===== src/rtl/alu_pkg.sv =====
// -----------------------------------------------------------------------------
// alu_pkg
// Shared encoding package for the ALU interface. The issue stage (alu_issue,
// alu_dec) and the alu block both import this package, so the Alu_ctrl codes,
// opcodes and funct7 patterns are the same at both ends.
//
// Contents:
//   ALU_*      4-bit Alu_ctrl operation codes
//   OPC_*      RV32I major opcodes decoded by the issue stage
//   F7_*       funct7 patterns for base and alternate (SUB/SRA) encodings
//   F3_*       funct3 selectors shared by OP and OP-IMM
// -----------------------------------------------------------------------------
package alu_pkg;

    localparam logic [3:0] ALU_ADD  = 4'b0000;
    localparam logic [3:0] ALU_SUB  = 4'b0001;
    localparam logic [3:0] ALU_AND  = 4'b0010;
    localparam logic [3:0] ALU_OR   = 4'b0011;
    localparam logic [3:0] ALU_XOR  = 4'b0100;
    localparam logic [3:0] ALU_SLL  = 4'b0101;
    localparam logic [3:0] ALU_SRL  = 4'b0110;
    localparam logic [3:0] ALU_SRA  = 4'b0111;
    localparam logic [3:0] ALU_SLTU = 4'b1000;
    localparam logic [3:0] ALU_SLT  = 4'b1001;

    localparam logic [6:0] OPC_OP    = 7'b0110011;
    localparam logic [6:0] OPC_OPIMM = 7'b0010011;
    localparam logic [6:0] OPC_LUI   = 7'b0110111;
    localparam logic [6:0] OPC_AUIPC = 7'b0010111;

    localparam logic [6:0] F7_BASE = 7'b0000000;
    localparam logic [6:0] F7_ALT  = 7'b0100000;

    localparam logic [2:0] F3_ADD  = 3'b000;
    localparam logic [2:0] F3_SLL  = 3'b001;
    localparam logic [2:0] F3_SLT  = 3'b010;
    localparam logic [2:0] F3_SLTU = 3'b011;
    localparam logic [2:0] F3_XOR  = 3'b100;
    localparam logic [2:0] F3_SR   = 3'b101;
    localparam logic [2:0] F3_OR   = 3'b110;
    localparam logic [2:0] F3_AND  = 3'b111;

    // Base-encoding Alu_ctrl for a funct3 value; the alternate funct7 only
    // changes ADD->SUB and SRL->SRA, which callers handle themselves.
    function automatic logic [3:0] f3_to_ctrl(input logic [2:0] f3);
        logic [3:0] c;
        case (f3)
            F3_ADD:  c = ALU_ADD;
            F3_SLL:  c = ALU_SLL;
            F3_SLT:  c = ALU_SLT;
            F3_SLTU: c = ALU_SLTU;
            F3_XOR:  c = ALU_XOR;
            F3_SR:   c = ALU_SRL;
            F3_OR:   c = ALU_OR;
            default: c = ALU_AND;
        endcase
        return c;
    endfunction

endpackage


===== src/rtl/alu_dec.sv =====
// -----------------------------------------------------------------------------
// alu_dec
// Purely combinational RV32I OP / OP-IMM decoder. Produces the ALU operands,
// the Alu_ctrl code and an illegal flag. Illegal ops are forced to ADD with
// zero operands so that EX sees a harmless operation.
//
// Optional feature macro: ALU_ISSUE_UPPER_EN
//   defined   -> LUI and AUIPC decode as legal ADDs with the U-immediate
//   undefined -> both opcodes are illegal and pc is ignored
//
// Ports:
//   instr     in   32    instruction word
//   rs1_data  in   XLEN  register-file read port 1
//   rs2_data  in   XLEN  register-file read port 2
//   pc        in   XLEN  instruction address (AUIPC only)
//   a         out  XLEN  ALU operand a
//   b         out  XLEN  ALU operand b
//   ctrl      out  4     Alu_ctrl code
//   illegal   out  1     decode failed
// -----------------------------------------------------------------------------
module alu_dec #(
    parameter int XLEN = 32
) (
    input  logic [31:0]      instr,
    input  logic [XLEN-1:0]  rs1_data,
    input  logic [XLEN-1:0]  rs2_data,
    input  logic [XLEN-1:0]  pc,
    output logic [XLEN-1:0]  a,
    output logic [XLEN-1:0]  b,
    output logic [3:0]       ctrl,
    output logic             illegal
);
    import alu_pkg::*;

    logic [6:0]             opcode;
    logic [2:0]             funct3;
    logic [6:0]             funct7;
    logic signed [XLEN-1:0] imm_i;
    logic [XLEN-1:0]        shamt;

    assign opcode = instr[6:0];
    assign funct3 = instr[14:12];
    assign funct7 = instr[31:25];
    assign imm_i  = XLEN'($signed(instr[31:20]));
    assign shamt  = XLEN'(instr[24:20]);

    // Register-index fields are consumed by the issue stage, not here.
    logic unused_fields;
    assign unused_fields = ^{instr[19:15], instr[11:7]};

`ifdef ALU_ISSUE_UPPER_EN
    logic [XLEN-1:0] imm_u;
    assign imm_u = XLEN'({instr[31:12], 12'b0});
`else
    logic unused_pc;
    assign unused_pc = ^pc;
`endif

    always_comb begin
        a       = '0;
        b       = '0;
        ctrl    = ALU_ADD;
        illegal = 1'b0;

        case (opcode)
            OPC_OP: begin
                a    = rs1_data;
                b    = rs2_data;
                ctrl = f3_to_ctrl(funct3);
                if (funct7 == F7_BASE) begin
                    illegal = 1'b0;
                end else if (funct7 == F7_ALT && funct3 == F3_ADD) begin
                    ctrl = ALU_SUB;
                end else if (funct7 == F7_ALT && funct3 == F3_SR) begin
                    ctrl = ALU_SRA;
                end else begin
                    illegal = 1'b1;
                end
            end

            OPC_OPIMM: begin
                a    = rs1_data;
                b    = imm_i;
                ctrl = f3_to_ctrl(funct3);
                // Shift immediates carry shamt in [24:20]; [31:25] is an
                // opcode extension rather than immediate bits.
                if (funct3 == F3_SLL) begin
                    b       = shamt;
                    illegal = (funct7 != F7_BASE);
                end else if (funct3 == F3_SR) begin
                    b = shamt;
                    if (funct7 == F7_ALT) begin
                        ctrl = ALU_SRA;
                    end else if (funct7 != F7_BASE) begin
                        illegal = 1'b1;
                    end
                end
            end

`ifdef ALU_ISSUE_UPPER_EN
            OPC_LUI: begin
                a = '0;
                b = imm_u;
            end

            OPC_AUIPC: begin
                a = pc;
                b = imm_u;
            end
`endif

            default: begin
                illegal = 1'b1;
            end
        endcase

        if (illegal) begin
            a    = '0;
            b    = '0;
            ctrl = ALU_ADD;
        end
    end

endmodule


===== src/rtl/alu_issue.sv =====
// -----------------------------------------------------------------------------
// alu_issue
// ID/EX issue stage feeding the alu block. Decodes RV32I OP / OP-IMM into
// Alu_ctrl plus operands (via alu_dec) and holds the result in a single
// pipeline slot with valid/ready handshakes on both sides and a flush.
//
// Optional feature macro: ALU_ISSUE_UPPER_EN (LUI / AUIPC decode, see alu_dec)
//
// Ports:
//   clk        in   1     clock, rising edge
//   rst_n      in   1     synchronous active-low reset
//   flush      in   1     kill held slot and current input
//   in_valid   in   1     decode side presents an instruction
//   in_ready   out  1     slot can accept this cycle
//   instr      in   32    instruction word
//   rs1_data   in   XLEN  register-file read port 1
//   rs2_data   in   XLEN  register-file read port 2
//   pc         in   XLEN  instruction address (AUIPC only)
//   out_valid  out  1     slot holds an issued op
//   out_ready  in   1     EX consumes the slot
//   alu_a      out  XLEN  alu.a
//   alu_b      out  XLEN  alu.b
//   alu_ctrl   out  4     alu.Alu_ctrl
//   rd         out  5     destination register
//   wb_en      out  1     write-back enable
//   illegal    out  1     issued op failed decode
// -----------------------------------------------------------------------------
module alu_issue #(
    parameter int XLEN = 32
) (
    input  logic             clk,
    input  logic             rst_n,
    input  logic             flush,
    input  logic             in_valid,
    output logic             in_ready,
    input  logic [31:0]      instr,
    input  logic [XLEN-1:0]  rs1_data,
    input  logic [XLEN-1:0]  rs2_data,
    input  logic [XLEN-1:0]  pc,
    output logic             out_valid,
    input  logic             out_ready,
    output logic [XLEN-1:0]  alu_a,
    output logic [XLEN-1:0]  alu_b,
    output logic [3:0]       alu_ctrl,
    output logic [4:0]       rd,
    output logic             wb_en,
    output logic             illegal
);
    import alu_pkg::*;

    // Decode (stage p0, combinational)
    logic [XLEN-1:0] a_p0;
    logic [XLEN-1:0] b_p0;
    logic [3:0]      ctrl_p0;
    logic            illegal_p0;
    logic [4:0]      rd_p0;
    logic            wb_en_p0;
    logic            load;

    alu_dec #(
        .XLEN (XLEN)
    ) u_dec (
        .instr    (instr),
        .rs1_data (rs1_data),
        .rs2_data (rs2_data),
        .pc       (pc),
        .a        (a_p0),
        .b        (b_p0),
        .ctrl     (ctrl_p0),
        .illegal  (illegal_p0)
    );

    assign rd_p0    = instr[11:7];
    assign wb_en_p0 = !illegal_p0 && (rd_p0 != 5'd0);

    // Issue slot (stage p1, registered)
    logic            vld_p1;
    logic [XLEN-1:0] a_p1;
    logic [XLEN-1:0] b_p1;
    logic [3:0]      ctrl_p1;
    logic [4:0]      rd_p1;
    logic            wb_en_p1;
    logic            illegal_p1;

    assign in_ready = !vld_p1 || out_ready;
    assign load     = in_valid && in_ready && !flush;

    always_ff @(posedge clk) begin
        if (!rst_n) begin
            vld_p1     <= 1'b0;
            a_p1       <= '0;
            b_p1       <= '0;
            ctrl_p1    <= ALU_ADD;
            rd_p1      <= '0;
            wb_en_p1   <= 1'b0;
            illegal_p1 <= 1'b0;
        end else begin
            // Flush wins over load and consume; data registers may go stale.
            if (flush) begin
                vld_p1 <= 1'b0;
            end else if (load) begin
                vld_p1 <= 1'b1;
            end else if (out_ready) begin
                vld_p1 <= 1'b0;
            end

            // Data only moves on a load, so a held op stays stable.
            if (load) begin
                a_p1       <= a_p0;
                b_p1       <= b_p0;
                ctrl_p1    <= ctrl_p0;
                rd_p1      <= rd_p0;
                wb_en_p1   <= wb_en_p0;
                illegal_p1 <= illegal_p0;
            end
        end
    end

    assign out_valid = vld_p1;
    assign alu_a     = a_p1;
    assign alu_b     = b_p1;
    assign alu_ctrl  = ctrl_p1;
    assign rd        = rd_p1;
    assign wb_en     = wb_en_p1;
    assign illegal   = illegal_p1;

endmodule


===== config.mk =====
export PLATFORM = sky130hd
export DESIGN_NAME = alu_issue
export DESIGN_NICKNAME = d
export VERILOG_FILES = /design/src/rtl/alu_pkg.sv /design/src/rtl/alu_dec.sv /design/src/rtl/alu_issue.sv
export SDC_FILE = /design/constraint.sdc
export NUM_CORES = 1
export LEC_CHECK = 0
export ABC_AREA = 1
export CORE_MARGIN = 2
export CORE_UTILIZATION = 40
export CTS_CLUSTER_DIAMETER = 30
export DETAILED_ROUTE_END_ITERATION = 12
export GPL_ROUTABILITY_DRIVEN = 0
export GPL_TIMING_DRIVEN = 1
export HOLD_SLACK_MARGIN = 0.03
export PLACE_DENSITY = 0.85
export REMOVE_ABC_BUFFERS = 1
export SYNTH_ARGS = -nofsm -noshare
export SYNTH_HDL_FRONTEND = slang
export SYNTH_SLANG_ARGS = --single-unit

===== constraint.sdc =====
create_clock -name clk -period 3.7 [get_ports clk]
set_clock_uncertainty 0.15 [all_clocks]
set_input_delay 1.11 -clock clk [delete_from_list [all_inputs] [get_ports clk]]
set_output_delay 1.11 -clock clk [all_outputs]
set_load 0.02 [all_outputs]

* Word level (Yosys, flattened, before mapping)
Index checks and enable logic that the tools add are counted.
** Word-level totals
- Register bits :: 76
- Input bits :: 133
- Output and inout port bits :: 77
- Logic and storage cells :: 58
** Operators by class
- Equal/unequal tests :: 9
- Muxes and demuxes :: 25
- Bitwise gates (word level) :: 1
- Reductions and logical operators :: 16
** Operators with widths (number)
- $mux 32 :: 5
- $pmux 32 s2 :: 1
- $mux 4 :: 7
- $pmux 4 s7 :: 1
- $eq 7x6->1 const B :: 2
- $eq 3x3->1 const B :: 3
- $mux 1 :: 9
- $pmux 4 s2 :: 1
- $eq 7x5->1 const B :: 1
- $logic_not 7->1 :: 1
- $reduce_bool 7->1 :: 1
- $eq 3x2->1 const B :: 2
- $logic_and 1x1->1 :: 5
- $reduce_bool 5->1 :: 1
- $reduce_or 2->1 :: 2
- $eq 3x1->1 const B :: 1
- $logic_not 1->1 :: 3
- $logic_not 3->1 :: 1
- $pmux 1 s2 :: 1
- $reduce_bool 2->1 :: 1
- $logic_or 1x1->1 :: 1
- $not 1->1 :: 1

* Longest topological paths before layout
Gate-level depths: netlist (run 1).
- Depth in word-level cells :: 8
- Mapped depth :: 11
- Gate-level depth less buffers :: 10

* Modules after synthesis
Synthesis (run 1) repeated with hierarchy kept, for this count alone.
** Second synthesis, totals
- Cell total of the unflattened synthesis :: 606
- Area total of the unflattened synthesis :: 3773.6 sq um
** Modules (own cells, without submodules)
- alu_issue :: instances 1, cells each 340, area each 2681.3 sq um
- alu_dec :: instances 1, cells each 266, area each 1092.3 sq um

* Worst setup path after synthesis (run 1)
Ideal clock, no wire load.
- Kind :: input port to output port
- Start :: input out_ready
- End :: output in_ready
- Arrival :: 1.303 ns
- Path slack :: 1.137 ns
- Stages on the path :: 2
- Cell sequence :: nor2_1 > inv_1
** On the way
- Longest elaborated chain between the ends :: 1
** Ends and longest elaborated chain
- from (decl) :: RTL line alu_issue.sv:41 : input logic out_ready,
- $logic_or 1x1->1 :: RTL line alu_issue.sv:85 : assign in_ready = !vld_p1 || out_ready;
- to (decl) :: RTL line alu_issue.sv:35 : output logic in_ready,
Every way passes these cells.

* Worst setup path in the final report (run 1)
Ends and elaborated chain as after synthesis.

==> results of run 1 <==
metrics by stage:
stage | power [mW] | setup TNS, ns | hold WS [ns] | setup slack (ns)
finish | 1.58 | 0 | 0.315 | 0.115
global route | 1.65 | 0 | 0.331 | 0.0807
CTS | 1.60 | 0 | 0.316 | 0.113
detailed placement | 1.03 | 0 | 0.304 | 0.112
global placement | 1.03 | 0 | 0.302 | 0.131
floorplan | 0.894 | -41.45 | 0.395 | -0.597
state kept, by name, indices dropped and copies added (netlist names):
signal and count:
alu_ctrl 4, illegal 1, out_valid 1, wb_en 1, alu_b 32, alu_a 32
rd 5
cell families (layout without fill, tap and decap cells):
group	count (synthesis)	in the layout	share of synthesized area (%)
flops	76	76	43.8
simple gates	263	263	34.5
buf+inv	53	216	9.26
compound gates	82	82	12.4
power by group through the flow:
stage          registers [mW]  clock network (mW)  logic [mW]
2_1_floorplan           0.851                   0      0.0424
3_3_place_gp            0.845                   0       0.184
3_5_place_dp            0.845                   0       0.187
4_1_cts                 0.825               0.583       0.188
5_1_grt                 0.826               0.627       0.200
6_report                0.825               0.563       0.187
path summary, 6_finish.rpt:
check	cells after the start	end	startpoint
max	4	in_ready	out_ready
min	2	alu_b[11]	alu_b[11]
max reg2reg	8	alu_a[17]	out_valid
min reg2reg	2	alu_b[11]	alu_b[11]
synth_stat cells:
library cell	instances	area [µm²]
a211oi_1	1	7.51
a21oi_1	68	340
a21oi_2	5	43.8
buf_2	11	55.1
buf_4	1	7.51
buf_6	14	158
clkbuf_1	10	37.5
dfxtp_1	76	1520
inv_1	15	56.3
inv_2	2	7.51
nand2_1	157	589
nand2_2	1	6.26
nand2_4	1	11.3
nand3_1	66	330
nand3_2	13	130
nand3b_1	2	15.0
nand4_1	1	6.26
nor2_1	18	67.6
nor2_2	2	12.5
nor2_8	1	20.0
nor2b_2	1	8.76
o21ai_0	8	40.0
routing by layer:
layer / vias up / wire length, µm / GRT usage [%]
li1: 1862 / - / -
met1: 1695 / 4400 / 26.3
met2: 147 / 4870 / 35.1
met3: 18 / 785 / 6.47
met4: 0 / 196 / 7.48
met5: - / 0 / 0
worst min-delay path: cells and delay by family, from the launching register on:
family | cells | cell delay, ns
simple gates | 1 | 0.06
flops | 1 | 0.31
compound gates | 1 | 0.05
layout make-up:
cell class / instances / share of cell area (%)
Clock buffer: 11 / 2.65
Sequential cell: 76 / 28.5
Tap cell: 105 / 2.46
Multi-Input combinational cell: 345 / 30.6
Clock inverter: 5 / 0.679
Inverter: 17 / 1.19
Timing Repair Buffer: 183 / 34.0
==> impl_metrics.py, run 1 <==
metrics = {
    "floorplan": {
        "num_rows": 33,
        "dieArea_mm2": 0.00944,
        "die-height_um": 97.2,
        "core_region_area_mm2": 0.00830,
        "start_util_pct": 41.8,
        "fp.dieW_um": 97.2,
        "io_pins": 210,
    },
    "worst_setup_path": {
        "r2r_setup_slack_ns": 1.91,
        "critPathBufInv": 3,
        "critPathMaxStageDelay_ns": 0.61,
        "crit_chain": "clkdlybuf4s50_1 > nor2_1 > inv_1 > clkdlybuf4s50_1",
        "critPathLaunchType": "input port",
        "crit_top_cell": "clkdlybuf4s50_1",
        "path_max_fanout": 3,
        "crit_arrival_ns": 2.32,
        "critPathTopFamily": "buffers and inverters",
        "cp.required_ns": 2.44,
        "crit_slowest_cell": "clkdlybuf4s50_1",
        "worst_setup_path_end_kind": "output pin",
        "crit_type": "input port to output pin",
    },
    "power": {
        "share_comb_of_total_power_pct": 11.9,
        "p_leak_nw": 2.00,
        "p_clk_share_pct": 35.8,
        "p_switching_uw": 378,
        "vdd_drop_max_mv": 0.182,
        "power.density_mw_per_mm2": 295,
        "p_int_mw": 1.20,
        "seq_power_share_pct": 52.4,
        "p_sw_share_pct": 24.0,
    },
    "detailed_routing": {
        "routed_via_density": 5.02,
        "wl_um": 10200,
        "drc": 0,
        "drtPass1Iterations": 4,
        "ant_nets": 0,
        "drt_iter0_markers": 166,
        "wire_per_inst_um": 13.8,
        "vias": 3722,
    },
    "layout": {
        "fillers": 714,
        "mostFrequentLayoutCells": "172 x clkdlybuf4s50_1, 157 x nand2_1, 76 x dfxtp_1",
        "fin_area_mm2": 0.00535,
        "areaGrowthSynthToFinish_pct": 53.9,
        "n_antenna_cell": 0,
        "fin_nets": 765,
        "drive_gt1_share_pct": 8.32,
        "finish.utilization_pct": 64.4,
        "register_area_mm2": 0.00152,
        "multiInputGateArea_mm2": 0.00163,
        "fin_cells": 742,
        "final_common_cell": "clkdlybuf4s50_1",
    },
    "sta": {
        "finalHoldViolations": 0,
        "slew_viol_final": 0,
        "fin_crit_ns": 3.58,
        "max_slew.worst_pin.slew_ns": 0.539,
        "slew_headroom_pct": 64.1,
        "setup_viol": 0,
        "max_freq_mhz": 279,
        "period_share_pct": 96.9,
        "rsz0062_at_grt": "false",
    },
    "cts": {
        "cts_setup_buffers": 0,
        "cts_resized": 0,
        "cts_root_buf": "clkbuf_8",
        "cts_tree": "done",
        "cts_inserted_buffers": 9,
        "holdBufCountCts": 0,
        "clock-sinks": 76,
        "clk_latency_ns": 0.33,
        "htree_levels": 3,
        "clk_path_buf_depth": 2,
        "clkTransAtPathRegs_ns": 0.07,
    },
    "min_path": {
        "hold_class": "register to register",
    },
    "placed_design": {
        "place_area_mm2": 0.00517,
        "port_buffers": 172,
        "dp.cells": 726,
        "dp.final_hpwl_um": 7210,
    },
    "logic_synthesis": {
        "synth_seq_area_share_pct": 43.8,
        "yosysUniqueCellTypes": 22,
        "syn_inst": 474,
        "netlist_area_mm2": 0.00347,
        "yosysWarnings": 0,
        "ys_ff_latch": 76,
        "syn_area_per_cell_um2": 7.33,
    },
    "global_route": {
        "grt_max_degree": 71,
        "grt_pass1_vias": 3491,
        "gr-total-overflow": 0,
        "grt_usage_pct": 21.3,
        "grt_pass1_wl_um": 16700,
        "antenna_found_initial": 0,
    },
    "run_status": {
        "outcome": "complete, no violations",
    },
    "run": {
        "cap_violations": 0,
    },
}
Note: power is estimated with default switching activity, not from simulation.
==> inputs of run 2 (changes only) <==
- ABC_AREA: 1 -> not set
- CORE_UTILIZATION: 40 -> 37
- PLACE_DENSITY: 0.85 -> 0.86
- SLEW_MARGIN: not set -> 20
==> impl_metrics.py, run 2 <==
metrics = {
    "sta": {
        "slew_viol_final": 0,
        "rsz0062_at_grt": "false",
        "setup_tns_ns": 0,
        "max_freq_mhz": 283,
        "max_slew.worst_pin.slew_ns": 1.03,
        "fin_crit_ns": 3.53,
        "period_share_pct": 95.4,
        "setup_viol": 0,
        "slew_headroom_pct": 31.4,
        "finalHoldViolations": 0,
        "fin_hold_ws_ns": 0.316,
        "worst_slack_ns": 0.169,
    },
    "worst_setup_path": {
        "worst_setup_path_end_kind": "output pin",
        "critPathLaunchType": "input port",
        "path_max_fanout": 2,
        "cp.required_ns": 2.44,
        "critPathTopFamily": "buffers and inverters",
        "crit_chain": "clkdlybuf4s50_1 > nor2b_1 > inv_1 > clkdlybuf4s50_1",
        "crit_arrival_ns": 2.27,
        "critPathMaxStageDelay_ns": 0.60,
        "crit_type": "input port to output pin",
        "r2r_setup_slack_ns": 1.36,
        "crit_top_cell": "clkdlybuf4s50_1",
        "crit_slowest_cell": "clkdlybuf4s50_1",
        "critPathBufInv": 3,
    },
    "layout": {
        "mostFrequentLayoutCells": "172 x clkdlybuf4s50_1, 76 x dfxtp_1, 34 x o2bb2ai_1",
        "final_common_cell": "clkdlybuf4s50_1",
        "n_antenna_cell": 0,
        "fin_nets": 546,
        "finish.utilization_pct": 65.8,
        "fin_cells": 517,
        "areaGrowthSynthToFinish_pct": 70.1,
        "drive_gt1_share_pct": 14.1,
        "register_area_mm2": 0.00152,
        "multiInputGateArea_mm2": 0.00117,
        "fin_area_mm2": 0.00482,
        "fillers": 560,
    },
    "floorplan": {
        "dieArea_mm2": 0.00838,
        "fp.dieW_um": 91.5,
        "die-height_um": 91.5,
        "core_region_area_mm2": 0.00733,
        "start_util_pct": 38.7,
        "num_rows": 31,
        "io_pins": 210,
    },
    "power": {
        "p_leak_nw": 1.77,
        "p_total_mw": 1.65,
        "power.density_mw_per_mm2": 342,
        "vdd_drop_max_mv": 0.196,
    },
    "detailed_routing": {
        "drt_iter0_markers": 71,
        "vias": 2618,
        "wl_um": 8100,
        "drc": 0,
        "wire_per_inst_um": 15.7,
        "ant_nets": 0,
        "drtPass1Iterations": 4,
        "routed_via_density": 5.06,
    },
    "global_route": {
        "gr-total-overflow": 0,
        "grt_pass1_vias": 2686,
        "antenna_found_initial": 0,
        "grt_max_degree": 46,
        "grt_pass1_wl_um": 13200,
        "grt_usage_pct": 19.6,
    },
    "logic_synthesis": {
        "syn_inst": 245,
        "netlist_area_mm2": 0.00284,
        "synth-main-ff-cell": "dfxtp_1",
        "synth_edf_count": 0,
        "yosysUniqueCellTypes": 35,
        "async_flop_share_pct": 0,
        "ys_ff_latch": 76,
        "syn_area_per_cell_um2": 11.6,
        "yosysWarnings": 0,
        "synth.area.top_cells": "dfxtp_1 54%, o2bb2ai_1 11%, a22o_2 9.9%",
        "synth_common_cells": "76 x dfxtp_1, 34 x o2bb2ai_1, 28 x a22o_2",
        "synth_top_area_share_pct": 53.7,
        "synth_most_common_cell": "dfxtp_1",
        "synth_seq_area_share_pct": 53.7,
        "synth_largest_area_cell": "dfxtp_1",
    },
    "placed_design": {
        "dp.final_hpwl_um": 5960,
        "pre_cts_ws_ns": 0.162,
        "port_buffers": 172,
        "place_area_mm2": 0.00462,
        "dp.cells": 501,
    },
    "run": {
        "cap_violations": 0,
    },
    "cts": {
        "clkTransAtPathRegs_ns": 0.06,
        "clk_latency_ns": 0.34,
        "clock-sinks": 76,
        "cts_tree": "done",
        "cts_setup_buffers": 0,
        "holdBufCountCts": 0,
        "clk_path_buf_depth": 2,
        "htree_levels": 3,
        "cts_resized": 0,
        "cts_root_buf": "clkbuf_8",
        "cts_inserted_buffers": 9,
    },
    "min_path": {
        "hold_class": "register to register",
    },
    "run_status": {
        "outcome": "complete, no violations",
    },
}
==> run 2: cell types whose count changed in the layout (fill, tap and decap cells not counted), sizes merged, moves of 3 or more <==
cell	previous run	this run
a21oi	73	23
a22o	0	34
a22oi	0	7
buf	11	8
inv	18	5
mux2i	0	10
nand2	159	1
nand3	79	1
nor2	21	3
nor2b	1	8
nor3b	0	4
o21ai	8	1
o2bb2ai	0	34
==> run 2: logic make-up after synthesis <==
group	after synthesis	synth area share, %
buf+inv	27	5.78
xor+xnor	1	0.309
flops	76	53.7
mux	10	3.53
simple gates	27	6.58
compound gates	104	30.1
==> run 2: worst register-to-register path, stage by stage (launching register included) <==
cell,delay (ns)
dfxtp_1,0.33
nor2b_1,0.17
buf_4,0.14
nor3b_1,0.07
nor2b_4,0.80
buf_4,0.43
o2bb2ai_1,0.16
==> run 2: layout make-up <==
class                           instances  share of cell area, %
Clock inverter                          6                   1.27
Multi-Input combinational cell        142                   24.2
Clock buffer                           10                   2.85
Inverter                                4                  0.311
Tap cell                               99                   2.57
Timing Repair Buffer                  180                   37.2
Sequential cell                        76                   31.6
==> run 2: path summary, 6_finish.rpt <==
kind          endpoint  cells after the start       from
min reg2reg   alu_b[9]                      1   alu_b[9]
max reg2reg  alu_b[25]                      6  out_valid
min           alu_b[9]                      1   alu_b[9]
max           in_ready                      4  out_ready
==> run 2: layer usage <==
metal | vias up | global-route usage [%] | wire length (µm)
met5 | - | 0 | 0
met4 | 0 | 7.07 | 118
li1 | 1276 | - | -
met3 | 11 | 6.31 | 628
met1 | 1213 | 22.7 | 3380
met2 | 118 | 33.6 | 3980
==> run 2: power breakdown <==
group          internal [mW]  switching (mW)
logic                  0.123          0.0758
clock network          0.329           0.300
registers              0.821         0.00211
total                   1.27           0.378
